--- src/rtl/pin_collector_pkg.sv ---
// Shared PIN package: packet type, keypad codes
// and collector state encoding.
package pin_collector_pkg;

  localparam int PIN_LEN = 4;

  localparam logic [3:0] KEY_STAR = 4'hA;
  localparam logic [3:0] KEY_HASH = 4'hB;

  typedef struct packed {
    logic       status;
    logic [3:0] digit1;
    logic [3:0] digit2;
    logic [3:0] digit3;
    logic [3:0] digit4;
  } pinPac_t;

  typedef enum logic [1:0] {
    IDLE,
    COLLECT,
    DONE
  } state_t;

endpackage

--- src/rtl/pin_collector_inactivity_timer.sv ---
// Inactivity counter with clear and expire flag;
// also reusable for lockout timing.
module inactivity_timer #(
  parameter int TIMEOUT_CYCLES = 250_000_000,
  parameter int CNT_W = $clog2(TIMEOUT_CYCLES + 1)
) (
  input  logic clk,
  input  logic rst,
  input  logic run,
  input  logic clear,
  output logic expire
);

  localparam logic [CNT_W-1:0] LAST =
    CNT_W'(TIMEOUT_CYCLES - 1);

  logic [CNT_W-1:0] count;

  // count up while running, clear on request
  always_ff @(posedge clk or posedge rst) begin
    if (rst)
      count <= '0;
    else if (clear)
      count <= '0;
    else if (run)
      count <= count + 1'b1;
  end

  assign expire = run && (count == LAST);

endmodule

--- src/rtl/pin_collector.sv ---
// Keypad PIN collector: gathers four digits and
// presents them as a pinPac_t until released.
module pin_collector
  import pin_collector_pkg::*;
#(
  parameter int TIMEOUT_CYCLES = 250_000_000,
  parameter int CNT_W = $clog2(TIMEOUT_CYCLES + 1)
) (
  input  logic       clk,
  input  logic       rst,
  input  logic       enable,
  input  logic       key_valid,
  input  logic [3:0] key_code,
  output pinPac_t    pin_out,
  output logic [2:0] digit_count,
  output logic       busy,
  output logic       error
);

  localparam logic [2:0] FULL = 3'(PIN_LEN);

  state_t     state, state_n;
  pinPac_t    pin_n;
  logic [2:0] cnt_n;
  logic       err_n;
  logic       accept;
  logic       expire;
  logic       tmr_run;
  logic       tmr_clear;

  assign tmr_run = (state == COLLECT) &&
                   (digit_count != 3'd0);

  assign tmr_clear = (state != COLLECT) || !enable ||
                     accept || expire;

  inactivity_timer #(
    .TIMEOUT_CYCLES(TIMEOUT_CYCLES),
    .CNT_W         (CNT_W)
  ) u_timer (
    .clk   (clk),
    .rst   (rst),
    .run   (tmr_run),
    .clear (tmr_clear),
    .expire(expire)
  );

  // state and all outputs registered
  always_ff @(posedge clk or posedge rst) begin
    if (rst) begin
      state       <= IDLE;
      pin_out     <= '0;
      digit_count <= '0;
      error       <= 1'b0;
    end else begin
      state       <= state_n;
      pin_out     <= pin_n;
      digit_count <= cnt_n;
      error       <= err_n;
    end
  end

  assign busy = (state == COLLECT);

  // next-state, digit buffer and error decode
  always_comb begin
    state_n = state;
    pin_n   = pin_out;
    cnt_n   = digit_count;
    err_n   = 1'b0;
    accept  = 1'b0;
    unique case (state)
      IDLE: begin
        if (enable) begin
          state_n = COLLECT;
          pin_n   = '0;
          cnt_n   = '0;
        end
      end
      COLLECT: begin
        if (!enable) begin
          state_n = IDLE;
          pin_n   = '0;
          cnt_n   = '0;
        end else if (key_valid && key_code <= 4'd9) begin
          accept = 1'b1;
          unique case (digit_count)
            3'd0: pin_n.digit1 = key_code;
            3'd1: pin_n.digit2 = key_code;
            3'd2: pin_n.digit3 = key_code;
            3'd3: pin_n.digit4 = key_code;
            default: begin
              pin_n.digit1 = pin_out.digit2;
              pin_n.digit2 = pin_out.digit3;
              pin_n.digit3 = pin_out.digit4;
              pin_n.digit4 = key_code;
            end
          endcase
          if (digit_count != FULL)
            cnt_n = digit_count + 3'd1;
        end else if (key_valid && key_code == KEY_STAR) begin
          accept = 1'b1;
          pin_n  = '0;
          cnt_n  = '0;
        end else if (key_valid && key_code == KEY_HASH) begin
          accept = 1'b1;
          if (digit_count == FULL) begin
            state_n      = DONE;
            pin_n.status = 1'b1;
          end else begin
            err_n = 1'b1;
            pin_n = '0;
            cnt_n = '0;
          end
        end else if (expire) begin
          err_n = 1'b1;
          pin_n = '0;
          cnt_n = '0;
        end
      end
      DONE: begin
        if (!enable) begin
          state_n = IDLE;
          pin_n   = '0;
          cnt_n   = '0;
        end
      end
      default: begin
        state_n = IDLE;
        pin_n   = '0;
        cnt_n   = '0;
      end
    endcase
  end

endmodule

--- config.mk ---
export PLATFORM = sky130hd
export DESIGN_NAME = pin_collector
export DESIGN_NICKNAME = d
export VERILOG_FILES = /design/src/rtl/pin_collector_pkg.sv /design/src/rtl/pin_collector_inactivity_timer.sv /design/src/rtl/pin_collector.sv
export SDC_FILE = /design/constraint.sdc
export NUM_CORES = 1
export LEC_CHECK = 0
export CAP_MARGIN = 20
export CORE_MARGIN = 5
export CORE_UTILIZATION = 40
export CTS_CLUSTER_DIAMETER = 40
export DETAILED_ROUTE_END_ITERATION = 6
export PLACE_DENSITY_LB_ADDON = 0.15
export SLEW_MARGIN = 20
export SYNTH_ARGS = -nofsm -noshare
export SYNTH_HDL_FRONTEND = slang
export SYNTH_SLANG_ARGS = --single-unit
--- constraint.sdc ---
create_clock -name clk -period 3.6 [get_ports clk]
set_input_delay 0.36 -clock clk [delete_from_list [all_inputs] [get_ports clk]]
set_output_delay 0.36 -clock clk [all_outputs]
set_load 0.005 [all_outputs]
==> results of run 1 <==
## critical path, cell delays in order, from the launching register on
cell	delay, ps
dfrtp_1	470
inv_1	90
ha_1	290
nor2b_1	270
or3_4	460
nor4_4	480
or2_1	200
buf_4	200
a31oi_1	90
## layout make-up
class | count | area [µm²] | share of cell area
Timing Repair Buffer | 34 | 328 | 0.0996
Clock buffer | 6 | 82.6 | 0.0251
Inverter | 12 | 45.0 | 0.0137
Tap cell | 96 | 120 | 0.0365
Multi-Input combinational cell | 216 | 1420 | 0.432
Sequential cell | 51 | 1280 | 0.388
Clock inverter | 2 | 16.3 | 0.00494
## placed cells by master, fill, tap and decap left out, types with 2 or more instances in the layout
master	instances
nor3_1	7
a21oi_1	5
a21o_1	2
nor2b_1	2
or3_1	3
nor4_1	9
nand3_1	14
o211ai_1	4
nand2_1	18
dfrtp_1	51
nand2b_1	3
inv_1	11
a22o_1	4
mux2i_1	12
clkbuf_8	6
o2bb2ai_1	12
o21ai_0	6
and3_1	2
clkdlybuf4s50_1	29
ha_1	6
nor4bb_1	3
xor2_1	20
xnor2_1	7
nor2_1	41
nand4_1	16
a31oi_1	4
buf_4	5
## metal layers
metal  vias up  wire length, µm  global-route usage
met5         -                0                   0
met4         0               71              0.0385
met3         8              286              0.0418
met2        41             2750               0.217
met1      1093             3410               0.230
li1       1099                -                   -
## metrics by stage
stage	utilization	hold WS, ps	std cells	power (W)
CTS	0.484	488	417	0.00121
detailed placement	0.470	473	409	0.000857
global placement	0.470	485	409	0.000856
global route	0.484	526	417	0.00126
finish	0.484	463	417	0.00119
floorplan	-	479	287	0.000787
## cells by family (layout without fill, tap and decap cells)
| logic type | count (synthesis) | after routing | synth area share |
|---|---|---|---|
| adders and majority gates | 6 | 6 | 0.0268 |
| xor gates and xnor gates | 27 | 27 | 0.0845 |
| muxes | 12 | 12 | 0.0429 |
| DFF | 51 | 51 | 0.456 |
| buffers and inverters | 20 | 54 | 0.0353 |
| AOI/OAI and AO/OA | 42 | 42 | 0.110 |
| and+or+nand+nor | 129 | 129 | 0.244 |
## state kept, by name, summed over array words and instances (netlist names)
signal	count
u_timer.count	28
pin_out	17
digit_count	3
state	2
error	1
## worst min path at each step
stage / start / depth (start not counted) / to / slack [ps]
6_report: rst / 2 / u_timer.count[10] / 460
5_1_grt: rst / 2 / u_timer.count[7] / 530
4_1_cts: rst / 2 / u_timer.count[7] / 490
3_5_place_dp: pin_out[14] / 1 / pin_out[14] / 470
3_3_place_gp: pin_out[15] / 1 / pin_out[15] / 480
2_1_floorplan: pin_out[12] / 1 / pin_out[12] / 480
## power breakdown
part | leakage [nW] | switching, W | internal, W | total [W]
registers | 0.708 | 0.0000166 | 0.000585 | 0.000601
clock network | 0.0474 | 0.000193 | 0.000157 | 0.000351
logic | 0.585 | 0.000145 | 0.0000980 | 0.000243
==> out/metrics.cfg, run 1 <==
[synthesis]
synth_common_cells=dfrtp_1 (51), nor2_1 (41), xor2_1 (20)
ys.flop_type=dfrtp_1
synth.distinct_cells=44
synth-edff-count=0
synth.most_common_cell=dfrtp_1
synth-seq-cells=51
netlist_area_mm2=0.00280
ys_warn_count=0
synth_top_cell_area_share=0.456
yosysTopAreaCell=dfrtp_1
syn_avg_cell_area_um2=9.75
syn-num-nets=301
async_flop_share=1.00
postSynthCellCount=287
ys_top_cells_by_area=dfrtp_1 (46%), xor2_1 (6.3%), nor2_1 (5.5%)
synth-seq-area-share=0.456

[flow_run]
cap_violations=0

[worst_setup_path]
critical_path_required_ps=3780
rr_worst_depth=8
r2r-start=digit_count[0]
critPathKind=register to register
r2r-end=digit_count[1]
start_kind=register
cp-end-kind=register
arrival_ps=2860
startpoint=digit_count[0]
r2r_setup_slack_ps=920
crit_fanout=14
setup.worst_path.end=digit_count[1]

[clock_tree]
cts_sinks=51
cts_hold_buf=0
cts_root_buffer=clkbuf_8
cts_buffer_depth=2
clock_latency_ps=310
cts_resized=0
post-cts-setup-buffers=0
clk_pin_slew_ps=100
cts.htree.levels=2
cts_tree=yes
numCtsBuffers=5

[sta]
maxSlewHeadroom=0.506
final_hold_viol_count=0
setup_ws_ps=921
min_period_over_period=0.744
worst_pin_slew_ps=734
finalSetupViolCount=0
max_freq_mhz=373
rsz0062_at_grt=no
setup-tns-final_ps=0
maxSlewViolCount=0
clock_skew_ps=10.8
period_needed_ps=2680

[pwr]
ir_drop_mv=0.166
p_leak_nw=1.34
powerDensity_mw_per_mm2=363

[placed_design]
hpwl_um=4710
gp_congestion=0.923
io_buffers=29
placed_cell_area_mm2=0.00319
place_ws_ps=922

[routing]
vias_per_cell=5.37
wirelength_um=6520
initialDrtViolationCount=111
first_pass_iters=5
wl_per_cell_um=15.6
ant_nets=0
post-route-drc-count=0
vias=2241

[die]
core_area_mm2=0.00679
die_w_um=93.6
row_count=30
start_util=0.412
design.portCount=30
die_h_um=93.6
die_area_mm2=0.00877

[final_layout]
nets=334
fin_area_mm2=0.00329
areaGrowthSynthToFinish_pct=17.6
diodes=0
layout-drive-gt1-share=0.0592
num-fill-cells=634

[hold_path]
hold_path_class=primary input to asynchronous set/reset pin

[global_routing]
grt_max_degree=33
grt-ovfl-total=0
antenna_found_initial=0
track_usage=0.153
grt_pass1_wl_um=10600
grt_pass1_vias=2133

[run_status]
status=complete, no violations

Power figures use the tool's default switching activity.
==> run 2, diff against run 1 <==
==> constraint.sdc (replaced) <==
create_clock -name clk -period 2.22 [get_ports clk]
set_input_delay 0.222 -clock clk [delete_from_list [all_inputs] [get_ports clk]]
set_output_delay 0.222 -clock clk [all_outputs]
set_load 0.005 [all_outputs]
==> run 2 against run 1 <==
  * Design area rose by 4.7%
  * Cell count rose by 4.1%
  * Sequential share of layout area fell by 1.7 points
  * Die area did not move
  * Critical path type unchanged
  * Largest cell class unchanged
  * Largest power group unchanged
==> out/metrics.cfg, run 2 (same netlist as run 1, synthesis figures left out) <==
[die]
row_count=30
die_area_mm2=0.00877
design.portCount=30
start_util=0.412
die_w_um=93.6
die_h_um=93.6
core_area_mm2=0.00679

[final_layout]
num-fill-cells=641
fin_cells=434
diodes=0
top_regs=u_timer.count: 28 flops, pin_out: 17 flops, digit_count: 3 flops
regMostFlops=u_timer.count
layout_common_cells=dfrtp_1 (51), nor2_1 (41), clkdlybuf4s50_1 (29)
largest_reg_flops=28
layout-drive-gt1-share=0.118
final_common_cell=dfrtp_1
areaGrowthSynthToFinish_pct=23.2
nets=351

[routing]
first_pass_iters=4
vias_per_cell=5.41
initialDrtViolationCount=75
ant_nets=0
vias=2347
post-route-drc-count=0
wirelength_um=6930
wl_per_cell_um=16.0

[sta]
clock_skew_ps=10.5
maxSlewViolCount=0
final_hold_viol_count=0
period_needed_ps=2090
finalSetupViolCount=0
hold_ws_ps=238
worst_pin_slew_ps=530
min_period_over_period=0.940
maxSlewHeadroom=0.643
max_freq_mhz=479

[pwr]
ir_drop_mv=0.280
p_total_w=0.00198
p_leak_nw=1.43
powerDensity_mw_per_mm2=574

[worst_setup_path]
cp_slowest_stage_delay_ps=440
arrival_ps=2280
r2r-end=pin_out[2]
r2r_setup_slack_ps=130
path_buf_inv=1
start_kind=register
path_delay_family=simple AND/OR/NAND/NOR gates
cp_slowest_cell=dfrtp_1
rr_worst_depth=6
cp-end-kind=register
crit_fanout=6
critPathKind=register to register
crit_chain=nor4bb_2 > nand4_1 > nor4_4 > buf_4 > o211ai_1 > a22o_1
r2r-start=u_timer.count[19]
critical_path_required_ps=2410

[clock_tree]
clock_latency_ps=310
cts_sinks=51
numCtsBuffers=5
cts_buffer_depth=2
clk_pin_slew_ps=100
cts_tree=yes
cts_root_buffer=clkbuf_8
cts_hold_buf=0
cts.htree.levels=2
post-cts-setup-buffers=0

[global_routing]
grt_pass1_vias=2373
grt_pass1_wl_um=11800
track_usage=0.169
grt_max_degree=34
antenna_found_initial=0
grt-ovfl-total=0

[placed_design]
io_buffers=29
hpwl_um=5070
dp_cells=426
gp_congestion=0.810

[run_status]
status=complete, no violations

[flow_run]
cap_violations=0

[hold_path]
hold_path_class=primary input to asynchronous set/reset pin

[run 2: worst max path at each step]
stage,depth (start not counted),endpoint,start
2_1_floorplan,10,digit_count[1],digit_count[0]
3_3_place_gp,6,pin_out[1],key_code[2]
3_5_place_dp,6,pin_out[1],key_code[2]
4_1_cts,7,pin_out[2],digit_count[1]
5_1_grt,6,pin_out[2],u_timer.count[19]
6_report,6,pin_out[2],u_timer.count[19]
[run 2: stage by stage]
step                      setup WS [ps]  setup TNS, ps  area (µm²)   util
after floorplan                    25.2              0        2810      -
after global placement            -91.4          -1160        3340  0.492
after detailed placement           -120          -1400        3340  0.492
after CTS                          69.3              0        3430  0.505
after global routing              -16.5          -20.2        3450  0.507
final                               133              0        3450  0.507
[run 2: metal layers]
metal | vias up | GRT usage | wire length, µm
met3 | 16 | 0.0338 | 290
met5 | - | 0 | 0
met2 | 64 | 0.248 | 2930
met4 | 0 | 0.0505 | 116
li1 | 1135 | - | -
met1 | 1132 | 0.252 | 3600
[run 2: where the power goes]
| group | leakage, nW | switching, W | internal, W | total [W] |
|---|---|---|---|---|
| clock | 0.0412 | 0.000318 | 0.000221 | 0.000540 |
| sequential | 0.708 | 0.0000168 | 0.000948 | 0.000965 |
| combinational | 0.678 | 0.000263 | 0.000210 | 0.000473 |
[run 2: what timing repair did]
action                     in CTS  in global routing
setup endpoints to repair       0                 32
hold endpoints to repair        0                  0
gates resized for setup         0                  3
[run 2: cell type report]
cell class	instances	area [µm²]	area share
multi-input cells	216	1450	0.421
flip-flops and latches	51	1280	0.370
repair buffers	51	468	0.136
well taps	96	120	0.0349
clock buffers	6	72.6	0.0211
inverters	12	45.0	0.0131
clock inverters	2	12.5	0.00363
